File: src/rtl/vanilla_idiv_seq_pkg.sv
// Shared types for the vanilla core integer divide/remainder unit.
package vanilla_idiv_seq_pkg;

  localparam int reg_data_width_gp      = 32;
  localparam int RV32_reg_addr_width_gp = 5;

  // Operation select, already decoded from RV32M funct3 upstream.
  typedef enum logic [1:0] {
    IDIV_DIV  = 2'd0,
    IDIV_DIVU = 2'd1,
    IDIV_REM  = 2'd2,
    IDIV_REMU = 2'd3
  } idiv_op_e;

  // Request bundle as presented by the execute stage.
  typedef struct packed {
    idiv_op_e                          op;
    logic [reg_data_width_gp-1:0]      rs1;
    logic [reg_data_width_gp-1:0]      rs2;
    logic [RV32_reg_addr_width_gp-1:0] rd;
  } idiv_req_s;

  function automatic logic idiv_is_signed(idiv_op_e op);
    return (op == IDIV_DIV) || (op == IDIV_REM);
  endfunction

  function automatic logic idiv_is_rem(idiv_op_e op);
    return (op == IDIV_REM) || (op == IDIV_REMU);
  endfunction

endpackage

File: src/rtl/vanilla_idiv_seq_if.sv
// Request/result bundle between the execute stage and the divide unit.
//
// Handshake: a request transfers on a rising clock edge where v_i and ready_o
// are both high; kill_i squashes any in-flight op (and drops a same-cycle
// request). A result is offered while v_o is high and retires on the edge
// where yumi_i is high; result_o/rd_o are stable until then, and yumi_i may
// only be raised while v_o is high.
interface vanilla_idiv_seq_if
  import vanilla_idiv_seq_pkg::*;
#(
  parameter int width_p     = reg_data_width_gp,
  parameter int tag_width_p = RV32_reg_addr_width_gp
) ();

  logic                   v_i;
  logic                   ready_o;
  idiv_op_e               op_i;
  logic [width_p-1:0]     rs1_i;
  logic [width_p-1:0]     rs2_i;
  logic [tag_width_p-1:0] rd_i;
  logic                   kill_i;
  logic                   v_o;
  logic [width_p-1:0]     result_o;
  logic [tag_width_p-1:0] rd_o;
  logic                   yumi_i;

  modport slave (
    input  v_i, op_i, rs1_i, rs2_i, rd_i, kill_i, yumi_i,
    output ready_o, v_o, result_o, rd_o
  );

  modport master (
    output v_i, op_i, rs1_i, rs2_i, rd_i, kill_i, yumi_i,
    input  ready_o, v_o, result_o, rd_o
  );

endinterface

File: src/rtl/vanilla_idiv_seq_step.sv
// One restoring-division step: shift in the next dividend bit and subtract
// the divisor when it fits.
module vanilla_idiv_seq_step #(
  parameter int width_p = 32
) (
  input  logic [width_p:0]   rem_i,
  input  logic               msb_i,
  input  logic [width_p-1:0] divisor_i,
  output logic [width_p:0]   rem_o,
  output logic               q_o
);

  logic [width_p+1:0] shifted;
  logic [width_p+1:0] diff;

  // The borrow out of the trial subtraction decides the quotient bit.
  always_comb begin
    shifted = {rem_i, msb_i};
    diff    = shifted - {2'b00, divisor_i};
    q_o     = ~diff[width_p+1];
    rem_o   = q_o ? diff[width_p:0] : shifted[width_p:0];
  end

endmodule

File: src/rtl/vanilla_idiv_seq.sv
// Iterative RV32M divide/remainder unit: one quotient bit per cycle, with
// single-cycle fast paths for divide-by-zero and signed overflow.
module vanilla_idiv_seq
  import vanilla_idiv_seq_pkg::*;
#(
  parameter int width_p     = reg_data_width_gp,
  parameter int tag_width_p = RV32_reg_addr_width_gp
) (
  input  logic                clk_i,
  input  logic                reset_n_i,
  vanilla_idiv_seq_if.slave   bus,
  output logic [1:0]          state_o
);

  localparam int cnt_w_lp = $clog2(width_p) + 1;
  localparam logic [cnt_w_lp-1:0] last_cnt_lp = cnt_w_lp'(width_p - 1);
  localparam logic [width_p-1:0]  min_int_lp  = {1'b1, {(width_p-1){1'b0}}};

  typedef enum logic [1:0] {
    IDLE = 2'd0,
    CALC = 2'd1,
    DONE = 2'd2
  } state_e;

  state_e                 state_r, state_n;
  logic [cnt_w_lp-1:0]    cnt_r;
  logic [width_p-1:0]     dvd_r;
  logic [width_p-1:0]     dvs_r;
  logic [width_p:0]       rem_r;
  logic [width_p-1:0]     result_r;
  logic [tag_width_p-1:0] rd_r;
  logic                   is_rem_r;
  logic                   neg_q_r;
  logic                   neg_r_r;

  logic                   accept;
  logic                   last_step;
  logic                   is_signed;
  logic                   is_rem;
  logic                   rs1_neg;
  logic                   rs2_neg;
  logic [width_p-1:0]     rs1_mag;
  logic [width_p-1:0]     rs2_mag;
  logic                   div_zero;
  logic                   overflow;
  logic [width_p-1:0]     fast_result;

  logic [width_p:0]       rem_next;
  logic                   q_bit;
  logic [width_p-1:0]     quot_final;
  logic [width_p-1:0]     rem_final;
  logic [width_p-1:0]     calc_result;

  vanilla_idiv_seq_step #(.width_p(width_p)) u_step (
    .rem_i     (rem_r),
    .msb_i     (dvd_r[width_p-1]),
    .divisor_i (dvs_r),
    .rem_o     (rem_next),
    .q_o       (q_bit)
  );

  // Decode the incoming request: magnitudes, fast-path detection and result.
  always_comb begin
    is_signed   = idiv_is_signed(bus.op_i);
    is_rem      = idiv_is_rem(bus.op_i);
    rs1_neg     = is_signed & bus.rs1_i[width_p-1];
    rs2_neg     = is_signed & bus.rs2_i[width_p-1];
    rs1_mag     = rs1_neg ? -bus.rs1_i : bus.rs1_i;
    rs2_mag     = rs2_neg ? -bus.rs2_i : bus.rs2_i;
    div_zero    = (bus.rs2_i == '0);
    overflow    = is_signed & (bus.rs1_i == min_int_lp) & (bus.rs2_i == '1);
    fast_result = '0;
    if (div_zero) begin
      fast_result = is_rem ? bus.rs1_i : '1;
    end else begin
      fast_result = is_rem ? '0 : min_int_lp;
    end
  end

  // Final step result with sign fixup and quotient/remainder select.
  always_comb begin
    quot_final  = {dvd_r[width_p-2:0], q_bit};
    rem_final   = rem_next[width_p-1:0];
    calc_result = is_rem_r ? (neg_r_r ? -rem_final  : rem_final)
                           : (neg_q_r ? -quot_final : quot_final);
  end

  // Next-state logic; kill wins over both a new request and yumi.
  always_comb begin
    state_n   = state_r;
    accept    = 1'b0;
    last_step = 1'b0;
    case (state_r)
      IDLE: begin
        if (bus.v_i && !bus.kill_i) begin
          accept  = 1'b1;
          state_n = (div_zero || overflow) ? DONE : CALC;
        end
      end
      CALC: begin
        if (bus.kill_i) begin
          state_n = IDLE;
        end else if (cnt_r == last_cnt_lp) begin
          last_step = 1'b1;
          state_n   = DONE;
        end
      end
      DONE: begin
        if (bus.kill_i || bus.yumi_i) begin
          state_n = IDLE;
        end
      end
      default: state_n = IDLE;
    endcase
  end

  // State register.
  always_ff @(posedge clk_i or negedge reset_n_i) begin
    if (!reset_n_i) begin
      state_r <= IDLE;
    end else begin
      state_r <= state_n;
    end
  end

  // Datapath: latch the request, iterate, and register the final result.
  always_ff @(posedge clk_i or negedge reset_n_i) begin
    if (!reset_n_i) begin
      cnt_r    <= '0;
      dvd_r    <= '0;
      dvs_r    <= '0;
      rem_r    <= '0;
      result_r <= '0;
      rd_r     <= '0;
      is_rem_r <= 1'b0;
      neg_q_r  <= 1'b0;
      neg_r_r  <= 1'b0;
    end else if (accept) begin
      cnt_r    <= '0;
      dvd_r    <= rs1_mag;
      dvs_r    <= rs2_mag;
      rem_r    <= '0;
      rd_r     <= bus.rd_i;
      is_rem_r <= is_rem;
      neg_q_r  <= is_signed & (bus.rs1_i[width_p-1] ^ bus.rs2_i[width_p-1]);
      neg_r_r  <= rs1_neg;
      if (div_zero || overflow) begin
        result_r <= fast_result;
      end
    end else if (state_r == CALC && !bus.kill_i) begin
      dvd_r <= {dvd_r[width_p-2:0], q_bit};
      rem_r <= rem_next;
      cnt_r <= cnt_r + cnt_w_lp'(1);
      if (last_step) begin
        result_r <= calc_result;
      end
    end
  end

  assign bus.ready_o  = (state_r == IDLE);
  assign bus.v_o      = (state_r == DONE);
  assign bus.result_o = result_r;
  assign bus.rd_o     = rd_r;
  assign state_o      = state_r;

endmodule

File: src/flat_wrapper.sv
// flat-port wrapper written by rule: the top's interface ports become plain ports
module vanilla_idiv_seq_flat import vanilla_idiv_seq_pkg::*;
#(
  parameter int width_p     = reg_data_width_gp,
  parameter int tag_width_p = RV32_reg_addr_width_gp
)
  (clk_i, reset_n_i, state_o, bus_v_i, bus_op_i, bus_rs1_i, bus_rs2_i, bus_rd_i, bus_kill_i, bus_yumi_i, bus_ready_o, bus_v_o, bus_result_o, bus_rd_o);
  vanilla_idiv_seq_if #(.width_p(width_p), .tag_width_p(tag_width_p)) bus_i ();
  input  logic clk_i;
  input  logic reset_n_i;
  output logic [1:0] state_o;
  input wire logic [$bits(bus_i.v_i)-1:0] bus_v_i;
  input wire logic [$bits(bus_i.op_i)-1:0] bus_op_i;
  input wire logic [$bits(bus_i.rs1_i)-1:0] bus_rs1_i;
  input wire logic [$bits(bus_i.rs2_i)-1:0] bus_rs2_i;
  input wire logic [$bits(bus_i.rd_i)-1:0] bus_rd_i;
  input wire logic [$bits(bus_i.kill_i)-1:0] bus_kill_i;
  input wire logic [$bits(bus_i.yumi_i)-1:0] bus_yumi_i;
  output wire logic [$bits(bus_i.ready_o)-1:0] bus_ready_o;
  output wire logic [$bits(bus_i.v_o)-1:0] bus_v_o;
  output wire logic [$bits(bus_i.result_o)-1:0] bus_result_o;
  output wire logic [$bits(bus_i.rd_o)-1:0] bus_rd_o;
  assign bus_i.v_i = bus_v_i;
  assign bus_i.op_i = bus_op_i;
  assign bus_i.rs1_i = bus_rs1_i;
  assign bus_i.rs2_i = bus_rs2_i;
  assign bus_i.rd_i = bus_rd_i;
  assign bus_i.kill_i = bus_kill_i;
  assign bus_i.yumi_i = bus_yumi_i;
  assign bus_ready_o = bus_i.ready_o;
  assign bus_v_o = bus_i.v_o;
  assign bus_result_o = bus_i.result_o;
  assign bus_rd_o = bus_i.rd_o;
  vanilla_idiv_seq #(.width_p(width_p), .tag_width_p(tag_width_p)) u_core (.clk_i(clk_i), .reset_n_i(reset_n_i), .bus(bus_i), .state_o(state_o));
endmodule
File: config.mk
export PLATFORM = sky130hd
export DESIGN_NAME = vanilla_idiv_seq_flat
export DESIGN_NICKNAME = d
export VERILOG_FILES = /design/src/rtl/vanilla_idiv_seq_pkg.sv /design/src/rtl/vanilla_idiv_seq_if.sv /design/src/rtl/vanilla_idiv_seq_step.sv /design/src/rtl/vanilla_idiv_seq.sv /design/src/flat_wrapper.sv
export SDC_FILE = /design/constraint.sdc
export NUM_CORES = 1
export LEC_CHECK = 0
export BUFFER_PORTS_ARGS = -buffer_cell sky130_fd_sc_hd__buf_4
export CORE_ASPECT_RATIO = 1.2
export CORE_MARGIN = 2
export CORE_UTILIZATION = 35
export CTS_CLUSTER_DIAMETER = 200
export DETAILED_ROUTE_END_ITERATION = 6
export PLACE_DENSITY = 0.62
export SKIP_CTS_REPAIR_TIMING = 1
export SYNTH_ARGS = -nofsm -noshare
export SYNTH_HDL_FRONTEND = slang
export SYNTH_SLANG_ARGS = --single-unit
File: constraint.sdc
create_clock -name clk_i -period 5.69 [get_ports clk_i]
set_input_delay 0.8535 -clock clk_i [delete_from_list [all_inputs] [get_ports clk_i]]
set_output_delay 0.8535 -clock clk_i [all_outputs]
set_load 0.02 [all_outputs]
# Word-level counts from Yosys, hierarchy flattened
# Index checks and enable logic that the tools add are counted.
# totals
ff_bits	145
input_bits	76
# op_classes
n_addsub	6
eq_ne	11
muxes	30
bitwise_logic	7
reduce_logical	14
# op_table
operator	n
32-bit 2-to-1 mux	14
32-bit negation	4
33-bit 2-to-1 mux	3
32-bit equality test, second input constant	2
34-bit by 32-bit subtractor with 34-bit output	1
32-bit logical NOT	1
6-bit 2-to-1 mux	2
2-bit 2-to-1 mux	5
6-bit by 1-bit adder with 6-bit output, second input constant	1
2-bit equality test, second input constant	3
6-bit by 5-bit equality test with 1-bit output, second input constant	1
2-bit case mux with 3 select lines	1
3-bit AND reduction	2
1-bit AND	5
1-bit 2-to-1 mux	5
2-bit logical NOT	2
1-bit logical OR	4
2-bit by 1-bit inequality test with 1-bit output, second input constant	2
2-bit nonzero test	2
3-bit by 2-bit inequality test with 1-bit output, second input constant	1
2-bit by 1-bit equality test with 1-bit output, second input constant	1
1-bit logical AND	2
2-bit inequality test, second input constant	1
1-bit logical NOT	1
other kinds (2)	2

# Depth between registers and ports, before layout
# depth
ltp_word	8
ltp_mapped	23

# By module
# Synthesis repeated with hierarchy kept, for this count alone.
# unflattened
hier_cells	1306
area_unflattened_um2	11103.1
# by_module_without_submodules
module	instances	cells_per_inst	area_each_um2
vanilla_idiv_seq	1	1000	8889.8
vanilla_idiv_seq_step	1	306	2213.4

# Least setup slack after synthesis
# No wires, ideal clock.
# synth_timing
kind	reg-to-reg
start	reg u_core.rem_r[5]
end	reg u_core.result_r[30] (netlist: u_core.bus.result_o[30])
arrival_time_ns	5.280
setup_slack_ns	0.328
stages_incl_launch_ff	22
path_buffers	3
period_less_slack_ns	5.362
path_cell_list	dfrtp_1 > ha_1 > clkbuf_1 > a211oi_1 > o21bai_1 > a221o_1 > o2111a_1 > nor3_2 > nor2_1 > buf_2 > inv_1 > buf_1 > mux2i_1 > ha_1 > inv_1 > or4_1 > nor2_1 > a31oi_1 > a211oi_2 > and4_1 > mux2_2 > o21ai_0
# synth_via
elab_chain_cells	8
word_cells_on_any_way	11
# synth_lines
item	line	text
start, declared	vanilla_idiv_seq.sv:29	logic [width_p:0] rem_r;
start signal, assigned	vanilla_idiv_seq.sv:152	rem_r <= rem_next;
34-bit by 32-bit subtractor with 34-bit output	vanilla_idiv_seq_step.sv:19	diff = shifted - {2'b00, divisor_i};
33-bit 2-to-1 mux / 1-bit inverter (equally long branches)	vanilla_idiv_seq_step.sv:21, vanilla_idiv_seq_step.sv:20	
32-bit negation (on tied branches)	vanilla_idiv_seq.sv:84, vanilla_idiv_seq.sv:85	
32-bit 2-to-1 mux (on tied branches)	vanilla_idiv_seq.sv:84, vanilla_idiv_seq.sv:85	
32-bit 2-to-1 mux *	vanilla_idiv_seq.sv:84	calc_result = is_rem_r ? (neg_r_r ? -rem_final : rem_final)
32-bit 2-to-1 mux *	vanilla_idiv_seq.sv:154	if (last_step) begin
32-bit 2-to-1 mux *	vanilla_idiv_seq.sv:150	end else if (state_r == CALC && !bus.kill_i) begin
32-bit 2-to-1 mux *	vanilla_idiv_seq.sv:138	end else if (accept) begin
end signal, assigned	vanilla_idiv_seq.sv:148	result_r <= fast_result;
end signal, assigned	vanilla_idiv_seq.sv:155	result_r <= calc_result;
end, declared	vanilla_idiv_seq.sv:30	logic [width_p-1:0] result_r;
# Mark *: on every way between the ends. The rest lies on a longest branch, timed or not. The select of a mux whose other input is x is not followed.
# A chain may end at the register's enable or synchronous reset.

# Final worst setup path
# Same ends and word-level chain as after synthesis.

==> metrics.cfg <==
[run_status]
status=complete, no violations

[synth]
synth_area_leaders=dfrtp_1 31%, nand2_1 7.5%, o21ai_0 6.7%
synth_cell_types=75
yosysWarnings=0
synth-seq-area-share=0.308
synthesis.nets=1639
synth_enable_flop_cells=0
synth_flop_cell=dfrtp_1
yosysTopAreaCell=dfrtp_1
avgSynthCellArea_um2=7.73
netlist_instances=1524
synth_seq_cells=145
async_reset_ff_frac=1.00
yosys.area.top_type_share=0.308
synth_area_um2=11800

[clock_network]
cts.clk_slew.worst_paths_ns=0.06
insertion_delay_ns=0.44
clock_path_buffers=2
cts_tree=done
cts_num_sinks=145
htreeDepth=4
ctsRootBufferMaster=clkbuf_16
cts_buffers=17

[timing]
slew_headroom=0.207
period_minus_slack_ns=5.37
setup_viol=0
fmax_ghz=0.186
slew_violations=0
finalCritPeriodShare=0.944
skew_ns=0.0132
hold_violations=0
worst_pin_slew_ns=1.19

[cells_and_area]
drive_gt1_frac=0.133
nets=1714
area_delta_synth_final_pct=16.3
fill_cells=3366
fin_util=0.413
antenna_cells=0

[worst_setup_path]
crit_path_end_kind=flip-flop
reg2reg_from=u_core.rem_r[5]$_DFFE_PN0P_
worstRegToRegCells=18
slowest_stage=or4_1
r2r_end=u_core.bus.result_o[30]$_DFFE_PN0P_
critical_path_required_ns=6.05
worst-r2r-setup-slack_ns=0.32
worstSetupPathType=flip-flop to flip-flop
path_cells=ha_2, a211oi_1, o21bai_1, a221o_1, o2111a_1, nor3_4, nor2_4, inv_1, mux2i_2, ha_1, inv_1, or4_1, nor2_1, a31oi_1, a211oi_2, and4_1, mux2_2, o21ai_0
startpoint_type=flip-flop
critPathMaxStageDelay_ns=0.59
cp_max_fo=8
cp_common_cell=inv_1
crit_arrival_ns=5.73

[global_routing]
grt_pass1_vias=11200
grt_start_max_net_pins=139
grt_antenna_before_repair=0
grt.total_usage=0.240
overflow=0
grt_pass1_wl_um=65000

[run]
maxCapViolCount=0

[route]
wl_per_cell_um=20.2
drt_iter0_drc=1125
vias=11800
drc=0
routed_via_density=5.75
drt_pass1_iterations=5
drt-total-wl_um=41600
postRouteAntennaNets=0

[die]
die_h_um=205
start_util=0.355
fp.dieArea_um2=35200
ios=117
fp.dieW_um=172
rows=73
core_area_um2=33200

[power]
intPower_mw=3.63
power_mw=7.51
p_switching_mw=3.88
power.density_nw_per_um2=548
p_comb_frac=0.643
p_leak_nw=5.80
power_frac_seq=0.208
p_sw_frac=0.517
clkPwrFrac=0.149
ir_drop_v=0.000343

[placed_design]
post-dp-hpwl_um=31100
io_buffers=116
place.gp.congestion=0.939

[min_path]
hold_class=flip-flop to flip-flop
holdPathEnd=u_core.bus.rd_o[1]$_DFFE_PN0P_
hold_start=u_core.bus.rd_o[1]$_DFFE_PN0P_
min_path_cells=2

-- flip-flops by register name, summed over array words and instances (netlist names), 2 cells and up --
name / flops
u_core.cnt_r: 6
u_core.dvs_r: 32
u_core.rem_r: 33
u_core.dvd_r: 32
u_core.bus.result_o: 32
u_core.bus.rd_o: 5
u_core.state_o: 2
-- cells in the final DEF (no fill, tap or decap), types with 6 or more instances in the layout --
cell	count
nand2_1	237
o21ai_0	157
nor2_1	148
dfrtp_1	145
buf_4	140
a21oi_1	80
xnor2_1	73
xor2_1	60
inv_1	50
a31oi_1	45
ha_1	37
mux2i_1	28
o31ai_1	27
nor3_1	26
nand4_1	23
nor4_1	20
nand3_1	17
clkbuf_16	17
a211oi_1	15
or3_1	15
o221ai_1	14
o21a_1	13
nand2b_1	13
o211ai_1	13
a21o_1	12
o41ai_1	11
and2_1	10
a211o_1	9
a22o_1	9
and3_1	8
or2_2	8
mux2_2	8
nor2b_1	6
o21bai_1	6
-- worst max-delay path by stage --
| stage | start | endpoint | slack, ns | depth (start not counted) |
|---|---|---|---|---|
| floorplan | u_core.rem_r[5]$_DFFE_PN0P_ | u_core.bus.result_o[30]$_DFFE_PN0P_ | 0.33 | 21 |
| global placement | u_core.rem_r[9]$_DFFE_PN0P_ | u_core.bus.result_o[30]$_DFFE_PN0P_ | 0.42 | 18 |
| detailed placement | u_core.rem_r[9]$_DFFE_PN0P_ | u_core.bus.result_o[30]$_DFFE_PN0P_ | 0.20 | 18 |
| CTS | u_core.rem_r[9]$_DFFE_PN0P_ | u_core.bus.result_o[30]$_DFFE_PN0P_ | 0.16 | 18 |
| global route | u_core.rem_r[0]$_DFFE_PN0P_ | u_core.bus.result_o[30]$_DFFE_PN0P_ | -0.03 | 18 |
| finish | u_core.rem_r[5]$_DFFE_PN0P_ | u_core.bus.result_o[30]$_DFFE_PN0P_ | 0.32 | 18 |
-- synthesized netlist by cell type (9+ instances only) --
| library cell | instances |
|---|---|
| nor3_1 | 26 |
| o21a_1 | 13 |
| o211ai_1 | 13 |
| nand4_1 | 23 |
| clkbuf_1 | 72 |
| or3_1 | 15 |
| o31ai_1 | 27 |
| a211o_1 | 9 |
| o221ai_1 | 14 |
| and2_1 | 10 |
| ha_1 | 38 |
| xnor2_1 | 73 |
| nand2_1 | 237 |
| dfrtp_1 | 145 |
| a211oi_1 | 16 |
| nand2b_1 | 13 |
| o41ai_1 | 11 |
| inv_1 | 50 |
| nor4_1 | 20 |
| mux2i_1 | 29 |
| xor2_1 | 60 |
| nor2_1 | 150 |
| nand3_1 | 17 |
| a21oi_1 | 81 |
| a22o_1 | 9 |
| a21o_1 | 12 |
| a31oi_1 | 45 |
| o21ai_0 | 157 |
-- metrics by stage --
step,TNS (ns),instances,cell area (um2),hold WS [ns],setup slack (ns)
CTS,0,2060,13700,0.485,0.162
finish,0,2062,13700,0.478,0.316
detailed placement,0,2028,13100,0.470,0.204
floorplan,0,1524,11800,0.450,0.328
global placement,0,2028,13100,0.463,0.422
global route,-0.0309,2062,13700,0.510,-0.0309
-- power by group through the flow --
stage          sequential, mW  combinational, mW  clock (mW)
2_1_floorplan            1.48               3.30           0
3_3_place_gp             1.56               4.67           0
3_5_place_dp             1.57               4.69           0
4_1_cts                  1.56               4.72        1.13
5_1_grt                  1.60               5.23        1.17
6_report                 1.56               4.83        1.12
-- layer usage --
layer	vias to the layer above	routed length (um)	part of all wire	global-route usage
met2	404	19800	0.48	0.389
met3	67	1870	0.045	0.0234
met4	0	1690	0.041	0.104
li1	5640	-	-	-
met1	5736	18300	0.44	0.325
met5	-	0	0	0
-- final cells by class --
class | instances | area [um2] | share of cell area
Multi-Input combinational cell | 1243 | 7670 | 0.560
Clock buffer | 20 | 467 | 0.0340
Timing Repair Buffer | 142 | 1080 | 0.0789
Clock inverter | 12 | 108 | 0.00785
Sequential cell | 145 | 3630 | 0.265
Inverter | 50 | 188 | 0.0137
Tap cell | 450 | 563 | 0.0411
-- cells by family after synthesis --
kind of cell             synth area share
adder cells (fa/ha/maj)            0.0420
buffers and inverters              0.0443
AO/OA/AOI/OAI                       0.252
XOR/XNOR                           0.0989
AND/OR/NAND/NOR                     0.223
multiplexers                       0.0323
flip-flops                          0.308
-- worst max-delay path: cells and delay by family (launching register included) --
| kind | cells | cell delay, ns |
|---|---|---|
| compound gates | 7 | 2.00 |
| fa+ha+maj | 2 | 0.60 |
| buf+inv | 2 | 0.26 |
| flops | 1 | 0.43 |
| mux | 2 | 0.64 |
| simple gates | 5 | 1.36 |
Power figures use the tool's default switching activity.
